--- src/rtl/pool_ctrl_pkg.sv ---
`default_nettype none
// ============================================================================
// Module : pool_ctrl_pkg
// Brief  : Shared constants and config legality check for the pool sequencer.
// Rev    : 1.0
// ============================================================================
package pool_ctrl_pkg;

    localparam logic [1:0] c_ST_IDLE  = 2'd0;
    localparam logic [1:0] c_ST_RUN   = 2'd1;
    localparam logic [1:0] c_ST_DRAIN = 2'd2;
    localparam logic [1:0] c_ST_DONE  = 2'd3;

    localparam logic [6:0] c_POOL_MAX_W = 7'd126;
    localparam int         c_OUT_CNT_W  = 14;

    // Pool mode needs even dimensions so every 2x2 window is complete and the
    // datapath row phase ends the layer back at phase 0.
    function automatic logic cfg_is_legal(input logic [6:0] w,
                                          input logic [6:0] h,
                                          input logic       pool);
        logic ok;
        ok = (w != 7'd0) && (h != 7'd0);
        if (pool) begin
            ok = ok && !w[0] && (w <= c_POOL_MAX_W) && !h[0];
        end
        return ok;
    endfunction

endpackage
`default_nettype wire

--- src/rtl/pool_credit.sv ---
`default_nettype none
// ============================================================================
// Module : pool_credit
// Brief  : Tracks expected-but-unaccepted output beats and gates input beats.
// Rev    : 1.0
// ============================================================================
module pool_credit #(
    parameter int CREDITS = 2
) (
    input  logic       clk,
    input  logic       rst,
    input  logic       i_clear,
    input  logic       i_run,
    input  logic       i_produces,
    input  logic       i_in_valid,
    input  logic       i_dec,
    output logic       o_in_ready,
    output logic [2:0] o_pend_next
);

    localparam logic [2:0] c_CREDITS = 3'(CREDITS);

    logic [2:0] r_pend;
    logic       w_inc;

    // Only beats that create an output consume a credit.
    assign o_in_ready = i_run & (!i_produces | (r_pend < c_CREDITS));
    assign w_inc      = o_in_ready & i_in_valid & i_produces;

    always_comb begin
        o_pend_next = r_pend;
        case ({w_inc, i_dec})
            2'b10:   o_pend_next = r_pend + 3'd1;
            2'b01:   o_pend_next = (r_pend == 3'd0) ? 3'd0 : r_pend - 3'd1;
            default: o_pend_next = r_pend;
        endcase
    end

    always_ff @(posedge clk) begin
        if (rst || i_clear) begin
            r_pend <= 3'd0;
        end else begin
            r_pend <= o_pend_next;
        end
    end

endmodule
`default_nettype wire

--- src/rtl/pool_ctrl.sv ---
`default_nettype none
// ============================================================================
// Module : pool_ctrl
// Brief  : Layer sequencer for the 2x2 max-pool datapath (config, gating, done).
// Rev    : 1.0
// ============================================================================
module pool_ctrl
    import pool_ctrl_pkg::*;
#(
    parameter int DW      = 8,
    parameter int DN      = 6,
    parameter int CREDITS = 2
) (
    input  logic             clk,
    input  logic             rst,
    input  logic             cfg_valid,
    output logic             cfg_ready,
    input  logic [6:0]       cfg_width,
    input  logic [6:0]       cfg_height,
    input  logic             cfg_pool_en,
    output logic             cfg_err,
    input  logic [DN*DW-1:0] in_data,
    input  logic             in_valid,
    output logic             in_ready,
    output logic [DN*DW-1:0] dp_data,
    output logic             dp_valid,
    output logic [5:0]       dp_width,
    output logic             dp_pool_en,
    input  logic             dp_out_valid,
    input  logic             dp_out_ready,
    output logic             busy,
    output logic             done
);

    logic [1:0]             r_state;
    logic [6:0]             r_width;
    logic [6:0]             r_height;
    logic [6:0]             r_col;
    logic [6:0]             r_row;
    logic                   r_pool_en;
    logic [5:0]             r_dp_width;
    logic [c_OUT_CNT_W-1:0] r_out_cnt;
    logic [c_OUT_CNT_W-1:0] r_expected;
    logic                   r_cfg_ready;
    logic                   r_cfg_err;
    logic                   r_busy;
    logic                   r_done;

    logic                   w_cfg_legal;
    logic                   w_cfg_accept;
    logic                   w_run;
    logic                   w_produces;
    logic                   w_in_ready;
    logic                   w_accept;
    logic                   w_out_hs;
    logic                   w_last_col;
    logic                   w_last_row;
    logic [2:0]             w_pend_next;
    logic [c_OUT_CNT_W-1:0] w_out_cnt_next;
    logic [c_OUT_CNT_W-1:0] w_cfg_expected;

    assign w_cfg_legal  = cfg_is_legal(cfg_width, cfg_height, cfg_pool_en);
    assign w_cfg_accept = (r_state == c_ST_IDLE) & cfg_valid & w_cfg_legal;
    assign w_run        = (r_state == c_ST_RUN);
    assign w_produces   = r_pool_en ? (r_row[0] & r_col[0]) : 1'b1;
    assign w_accept     = in_valid & w_in_ready;
    assign w_out_hs     = dp_out_valid & dp_out_ready;
    assign w_last_col   = (r_col == r_width - 7'd1);
    assign w_last_row   = (r_row == r_height - 7'd1);

    assign w_out_cnt_next = r_out_cnt + {{(c_OUT_CNT_W-1){1'b0}}, w_out_hs};
    assign w_cfg_expected = cfg_pool_en
                          ? ({8'd0, cfg_width[6:1]} * {8'd0, cfg_height[6:1]})
                          : ({7'd0, cfg_width} * {7'd0, cfg_height});

    pool_credit #(
        .CREDITS (CREDITS)
    ) u_credit (
        .clk         (clk),
        .rst         (rst),
        .i_clear     (w_cfg_accept),
        .i_run       (w_run),
        .i_produces  (w_produces),
        .i_in_valid  (in_valid),
        .i_dec       (w_out_hs),
        .o_in_ready  (w_in_ready),
        .o_pend_next (w_pend_next)
    );

    always_ff @(posedge clk) begin
        if (rst) begin
            r_state     <= c_ST_IDLE;
            r_width     <= 7'd0;
            r_height    <= 7'd0;
            r_col       <= 7'd0;
            r_row       <= 7'd0;
            r_pool_en   <= 1'b0;
            r_dp_width  <= 6'd0;
            r_out_cnt   <= '0;
            r_expected  <= '0;
            r_cfg_ready <= 1'b1;
            r_cfg_err   <= 1'b0;
            r_busy      <= 1'b0;
            r_done      <= 1'b0;
        end else begin
            r_cfg_err <= 1'b0;
            r_done    <= 1'b0;
            case (r_state)
                c_ST_IDLE: begin
                    if (cfg_valid) begin
                        if (w_cfg_legal) begin
                            r_width     <= cfg_width;
                            r_height    <= cfg_height;
                            r_pool_en   <= cfg_pool_en;
                            r_dp_width  <= cfg_pool_en ? cfg_width[6:1] : cfg_width[5:0];
                            r_expected  <= w_cfg_expected;
                            r_col       <= 7'd0;
                            r_row       <= 7'd0;
                            r_out_cnt   <= '0;
                            r_state     <= c_ST_RUN;
                            r_busy      <= 1'b1;
                            r_cfg_ready <= 1'b0;
                        end else begin
                            r_cfg_err <= 1'b1;
                        end
                    end
                end
                c_ST_RUN: begin
                    r_out_cnt <= w_out_cnt_next;
                    if (w_accept) begin
                        if (w_last_col) begin
                            r_col <= 7'd0;
                            r_row <= r_row + 7'd1;
                        end else begin
                            r_col <= r_col + 7'd1;
                        end
                        if (w_last_col && w_last_row) begin
                            r_state <= c_ST_DRAIN;
                        end
                    end
                end
                c_ST_DRAIN: begin
                    r_out_cnt <= w_out_cnt_next;
                    // Look at next-cycle counts so done follows the final handshake directly.
                    if ((w_pend_next == 3'd0) && (w_out_cnt_next == r_expected)) begin
                        r_state <= c_ST_DONE;
                        r_done  <= 1'b1;
                    end
                end
                c_ST_DONE: begin
                    r_state     <= c_ST_IDLE;
                    r_busy      <= 1'b0;
                    r_cfg_ready <= 1'b1;
                end
                default: begin
                    r_state <= c_ST_IDLE;
                end
            endcase
        end
    end

    assign cfg_ready  = r_cfg_ready;
    assign cfg_err    = r_cfg_err;
    assign in_ready   = w_in_ready;
    assign dp_data    = in_data;
    assign dp_valid   = in_valid & w_in_ready;
    assign dp_width   = r_dp_width;
    assign dp_pool_en = r_pool_en;
    assign busy       = r_busy;
    assign done       = r_done;

endmodule
`default_nettype wire
--- config.mk ---
export PLATFORM = sky130hd
export DESIGN_NAME = pool_ctrl
export DESIGN_NICKNAME = d
export VERILOG_FILES = /design/src/rtl/pool_ctrl_pkg.sv /design/src/rtl/pool_credit.sv /design/src/rtl/pool_ctrl.sv
export SDC_FILE = /design/constraint.sdc
export NUM_CORES = 1
export LEC_CHECK = 0
export ABC_AREA = 1
export BUFFER_PORTS_ARGS = -buffer_cell sky130_fd_sc_hd__clkbuf_2
export CORE_ASPECT_RATIO = 1.1
export CORE_MARGIN = 1.5
export CORE_UTILIZATION = 30
export CTS_BUF_LIST = sky130_fd_sc_hd__clkbuf_8 sky130_fd_sc_hd__clkbuf_16
export DETAILED_ROUTE_END_ITERATION = 7
export HOLD_SLACK_MARGIN = 0.15
export PLACE_DENSITY = 0.53
export SYNTH_ARGS = -nofsm -noshare
export SYNTH_HDL_FRONTEND = slang
export SYNTH_SLANG_ARGS = --single-unit
--- constraint.sdc ---
create_clock -name clk -period 4.8 [get_ports clk]
set_input_delay 0.48 -clock clk [delete_from_list [all_inputs] [get_ports clk]]
set_output_delay 0.48 -clock clk [all_outputs]
set_load 0.03 [all_outputs]
==> results_dict.tcl, run 1 <==
set metrics [dict create \
    start_kind "primary input" \
    crit_buf_inv 7 \
    rsz0062_at_grt "false" \
    status "finished clean" \
    post-route-min-period_ns 4.23 \
    hold_violations 0 \
    synth_area_leaders "dfxtp_1 (21%), nand2_1 (12%), ha_1 (11%)" \
    syn_area_per_cell_um2 6.86 \
    fin_skew_ns 0.00440 \
    drc_errors 0 \
    synth.net_count 1168 \
    hold_slack_ns 0.461 \
    final_util_pct 32.2 \
    vias_per_cell 4.57 \
    ys_ff_latch 72 \
    cts_tree "built" \
    synthMuxAreaShare_pct 0 \
    synthAdderAreaFrac_pct 19.0 \
    diodes 0 \
    design_area_um2 7330 \
    netlist_area_um2 6940 \
    r2r_slack_ns 1.96 \
    power_density_nw_per_um2 410 \
    core_um2 22800 \
    crit_fanout 9 \
    dieArea_um2 24000 \
    yosysSeqAreaShare_pct 20.8 \
    fmax_mhz 236 \
    critPathTopFamily "adder cells" \
    initial_core_util_pct 30.4 \
    grt_max_degree 37 \
    drv_cap 0 \
    post-route-period-util_pct 88.1 \
    io-pin-count 130 \
    drv_slew 0 \
    yosys_most_used_dff "dfxtp_1" \
    cp-end-kind "flop" \
    numCtsBuffers 9 \
    die_h_um 162 \
    synth_simple_gate_area_share_pct 27.4 \
    cpMaxStageDelayCell "fa_1" \
    drtPass1Iterations 5 \
    critPathArrivalTime_ns 4.47 \
    syn-instance-count 1011 \
    max_stage_delay_ns 0.57 \
    yosysTopAreaCell "dfxtp_1" \
    hold_path_end "busy" \
    vias 5904 \
    hold_depth 2 \
    worstPathCellList "clkbuf_2 > nand2_1 > inv_1 > fa_1 > inv_1 > fa_1 > inv_1 > fa_1 > inv_1 > fa_1 > inv_1 > ha_1 > nand2_1 > nand2_1 > a31oi_1 > o21ai_0 > nand3_1 > nand2_1 > nand2_1 > nand3_1 > nand3_1 > nand2_1 > inv_1" \
    syn2layout_area_growth_pct 5.75 \
    p_leak_nw 3.71 \
    reg2reg_from "r_state[1]" \
    fp.dieW_um 148 \
    finalSetupViolations 0 \
    dr.first_iter.drc_count 314 \
    async_flop_share_pct 0 \
    ys_warn_count 0 \
    cp.required_ns 5.04 \
    hold_buffers 0 \
    clk_pin_slew_worst_paths_ns 0.06 \
    synth_xor_area_share_pct 3.39 \
    synth_top_area_share_pct 20.8 \
    drive_gt1_share_pct 10.7 \
    grt_pass1_vias 5890 \
    total_power_mw 3.01 \
    io_buffers 33 \
    clk_latency_ns 0.34 \
    r2r_cells 17 \
    tightest_slew_ns 0.652 \
    overflow 0 \
    timing.rr.end "r_state[1]" \
    routabilityCongestion 0.785 \
    synth_edf_count 0 \
    cts_sinks 72 \
    cts_htree_levels 3 \
    post_cts_buffers 0 \
    synth_top_family_by_area "simple AND/OR/NAND/NOR gates" \
    crit_type "in2reg" \
    antenna_left 0 \
    num-nets-final 1144 \
    ir_worst_vdd_mv 0.146 \
    detailed_place.area_um2 7050 \
    cts-root-buf "clkbuf_16" \
    ys_types 47 \
    grt_pass1_wl_um 28300 \
    post-synth-top-count-cell "nand2_1" \
    slew_headroom_pct 56.5 \
    min-delay-start "busy" \
    fin_setup_tns_ns 0 \
    drt-total-wl_um 16500 \
    wire_per_inst_um 12.8 \
    worstHoldPathType "reg2reg" \
    synth_top_cells_by_count "nand2_1 (225), inv_1 (164), dfxtp_1 (72), nor2_1 (70), nand3_1 (67)" \
    synth_compound_area_share_pct 12.3 \
    dp.final_hpwl_um 13000 \
    rows 58 \
    cts.path.max_buffers 2 \
    grtUsageTotal_pct 14.7 \
    antenna_found_initial 0 \
    cts_resized 0 \
]
logic make-up (layout without fill, tap and decap cells):
| logic type | count (synthesis) | in the layout |
|---|---|---|
| AND/OR/NAND/NOR | 421 | 421 |
| buffers and inverters | 255 | 236 |
| AO/OA/AOI/OAI | 153 | 153 |
| adder cells (fa/ha/maj) | 88 | 88 |
| flip-flops | 72 | 72 |
| XOR/XNOR | 22 | 22 |
cells in the final DEF, fill, tap and decap left out, drive strengths merged:
cell type    n
a211oi       7
a21boi       1
a21oi       61
a221oi       1
a31oi       16
and3         1
buf         12
clkbuf      45
clkinv       3
dfxtp       72
fa          29
ha          59
inv        176
nand2      239
nand3       69
nand3b       5
nand4       13
nor2        81
nor3         6
nor3b        1
o211a        1
o211ai       2
o21a         1
o21ai       55
o21bai       5
o221ai       1
o22ai        2
or2          6
xnor2       10
xnor3        2
xor2         9
xor3         1
power breakdown:
| group | internal [mW] | switching [mW] |
|---|---|---|
| combinational | 0.557 | 0.978 |
| clock | 0.387 | 0.256 |
| sequential | 0.717 | 0.111 |
cell type report:
class | count | area [um2]
multi-input combinational | 684 | 4310
clock inverter | 4 | 18.8
clock buffer | 12 | 267
inverter | 175 | 664
tap | 300 | 375
fill | 2519 | 15500
timing repair buffer | 45 | 255
sequential | 72 | 1440
flip-flops by register name, summed over array words and instances (netlist names):
register	cells
r_out_cnt	14
dp_width	6
u_credit.r_pend	3
cfg_ready	1
busy	1
r_col	7
r_height	7
dp_pool_en	1
done	1
r_row	7
r_width	7
r_state	2
cfg_err	1
r_expected	14
worst reg2reg max path: stages, from the launching register on:
cell and delay, ns:
dfxtp_1 0.35, inv_1 0.09, ha_1 0.31, nand2_1 0.15, nor2_1 0.23, nand2_1 0.11
ha_1 0.38, nor2_1 0.06, a21boi_0 0.31, nand3_1 0.12, nor2_1 0.10, nand4_1 0.09
nor2_2 0.09, nand2_1 0.09, nand2_2 0.09, nand3_1 0.07, nand2_1 0.06, nor2_1 0.04
through the flow:
step	instances	setup slack, ns
after global placement	1276	0.239
final	1292	0.569
after detailed placement	1276	0.215
after CTS	1292	0.563
after global routing	1292	0.206
after floorplan	1011	0.477
worst max-delay path by stage:
stage	startpoint	end	slack (ns)	cells past startpoint
floorplan	cfg_width[3]	r_expected[11]	0.48	23
CTS	cfg_height[3]	r_expected[11]	0.56	23
global placement	cfg_height[3]	r_expected[11]	0.24	23
detailed placement	cfg_height[3]	r_expected[11]	0.21	23
global route	cfg_height[3]	r_expected[11]	0.21	23
finish	cfg_height[3]	r_expected[11]	0.57	23
metal layers:
layer / GRT usage, % / wire length (um)
met5: 0 / 0
met3: 2.38 / 533
met2: 24.9 / 7660
met1: 19.0 / 8040
met4: 4.86 / 275
Note: power is estimated with default switching activity, not from simulation.
==> inputs of run 2 (changes only) <==
--- a/config.mk
+++ b/config.mk
@@ -7,7 +7,6 @@
 export LEC_CHECK = 0
 export ABC_AREA = 1
 export BUFFER_PORTS_ARGS = -buffer_cell sky130_fd_sc_hd__clkbuf_2
-export CORE_ASPECT_RATIO = 1.1
 export CORE_MARGIN = 1.5
 export CORE_UTILIZATION = 30
 export CTS_BUF_LIST = sky130_fd_sc_hd__clkbuf_8 sky130_fd_sc_hd__clkbuf_16
==> run 2 against run 1 <==
Against the previous run:
- hold slack improved by 0.00089 ns
- cell count down 1.5%
- via count rose by 1.0%
- count of clock-buffer cells in the layout down 3
- sequential share of layout area increased by 0.12 points
- final area decreased by 0.61%
- first-iteration DRC count is 7.0% lower
- non-clock buffer count is 5 lower
- wire length is 3.0% higher
- total power increased by 1.9%
- fmax down 2.1%
==> results_dict.tcl, run 2 (synthesis gave the netlist of run 1 again) <==
set metrics [dict create \
    critPathArrivalTime_ns 4.56 \
    min-delay-start "busy" \
    max_stage_delay_ns 0.58 \
    finalSetupViolations 0 \
    grt_pass1_vias 5911 \
    fmax_mhz 231 \
    drv_cap 0 \
    crit_top_cell "inv_1" \
    antenna_left 0 \
    total_power_mw 3.06 \
    cp-startpoint "cfg_height[3]" \
    dieArea_um2 24000 \
    post-route-min-period_ns 4.32 \
    diodes 0 \
    num-nets-final 1139 \
    antenna_found_initial 0 \
    layout_commonest_cell "nand2_1" \
    drtPass1Iterations 5 \
    rsz0062_at_grt "false" \
    worstHoldPathType "reg2reg" \
    reg_top3 "r_expected x14, r_out_cnt x14" \
    start_kind "primary input" \
    reg2reg_from "r_state[1]" \
    cts_sinks 72 \
    cts.path.max_buffers 2 \
    hold_buffers 0 \
    cts_htree_levels 3 \
    crit_fanout 9 \
    cp.required_ns 5.04 \
    fin_skew_ns 0.00643 \
    rows 55 \
    final_cell_mix "nand2_1 (225), inv_1 (165), dfxtp_1 (72)" \
    drc_errors 0 \
    vias 5963 \
    ir_worst_vdd_mv 0.179 \
    drv_slew 0 \
    fillers 2479 \
    grtUsageTotal_pct 15.0 \
    drt-total-wl_um 17000 \
    routabilityCongestion 0.822 \
    core_um2 22600 \
    wire_per_inst_um 13.4 \
    drive_gt1_share_pct 10.2 \
    dp.final_hpwl_um 13100 \
    cts-root-buf "clkbuf_16" \
    p_leak_nw 3.68 \
    cp-end-kind "flop" \
    syn2layout_area_growth_pct 5.11 \
    io-pin-count 130 \
    initial_core_util_pct 30.6 \
    fin_setup_tns_ns 0 \
    clk_latency_ns 0.34 \
    io_buffers 33 \
    crit_type "in2reg" \
    post-route-period-util_pct 90.0 \
    power_density_nw_per_um2 420 \
    clk_pin_slew_worst_paths_ns 0.06 \
    die_h_um 155 \
    dr.first_iter.drc_count 292 \
    vias_per_cell 4.69 \
    worstPathCellList "clkbuf_2 > nand2_1 > inv_1 > fa_1 > inv_1 > fa_1 > inv_1 > fa_1 > inv_1 > fa_1 > inv_1 > ha_1 > nand2_1 > nand2_1 > a31oi_1 > o21ai_0 > o21ai_0 > o21ai_0 > o21ai_0 > inv_1" \
    overflow 0 \
    cts_tree "built" \
    fp.dieW_um 155 \
    hold_slack_ns 0.461 \
    hold_violations 0 \
    cts_resized 0 \
    grt_pass1_wl_um 28900 \
    tightest_slew_ns 0.769 \
    slew_headroom_pct 48.7 \
    cpMaxStageDelayCell "fa_1" \
    grt_max_degree 36 \
    numCtsBuffers 9 \
    status "finished clean" \
    post_cts_buffers 0 \
]
==> run 2: changes by cell type in the layout (fill, tap and decap cells not counted), sizes merged <==
cell,before,now
clkinvlp,0,2
buf,12,7
clkinv,3,2
bufinv,0,1
inv,176,177
clkbuf,45,42
==> run 2: stage by stage <==
step | util (%) | instance area, um2 | setup slack (ns) | instances
after floorplan | - | 6940 | 0.477 | 1011
after global placement | 30.9 | 6990 | 0.202 | 1256
after detailed placement | 30.9 | 6990 | 0.154 | 1256
after CTS | 32.2 | 7290 | 0.513 | 1272
after global routing | 32.2 | 7290 | 0.0552 | 1272
final | 32.2 | 7290 | 0.478 | 1272
==> run 2: critical path: cells and delay by family <==
kind	cells	cell delay, ns
AO/OA/AOI/OAI	5	0.85
AND/OR/NAND/NOR	3	0.25
buffers and inverters	7	0.48
adder cells (fa/ha/maj)	5	2.49
==> run 2: final cells by class <==
cell class | count | area, um2 | share of cell area (%)
Inverter | 175 | 664 | 9.11
Multi-Input combinational cell | 684 | 4310 | 59.2
Timing Repair Buffer | 40 | 218 | 2.99
Tap cell | 285 | 357 | 4.89
Clock inverter | 7 | 71.3 | 0.978
Sequential cell | 72 | 1440 | 19.8
Clock buffer | 9 | 225 | 3.09
==> run 2: final timing paths <==
kind	endpoint	slack, ns	cells past startpoint
worst max-delay path	r_expected[9]	0.48	20
worst min-delay path	busy	0.46	2
worst max register to register	r_state[1]	1.96	17
worst min register to register	busy	0.46	2
==> run 2: layer usage <==
metal	up-vias	GRT usage, %	part of all wire [%]
met3	32	2.53	3.2
met1	2742	19.3	49
li1	3096	-	-
met5	-	0	0
met4	0	5.22	2.2
met2	93	25.1	46
==> run 2: power by group <==
| part | leakage [nW] | switching [mW] | internal [mW] |
|---|---|---|---|
| sequential | 0.589 | 0.112 | 0.717 |
| combinational | 2.95 | 0.993 | 0.557 |
| clock | 0.143 | 0.283 | 0.402 |
| total | 3.68 | 1.39 | 1.68 |
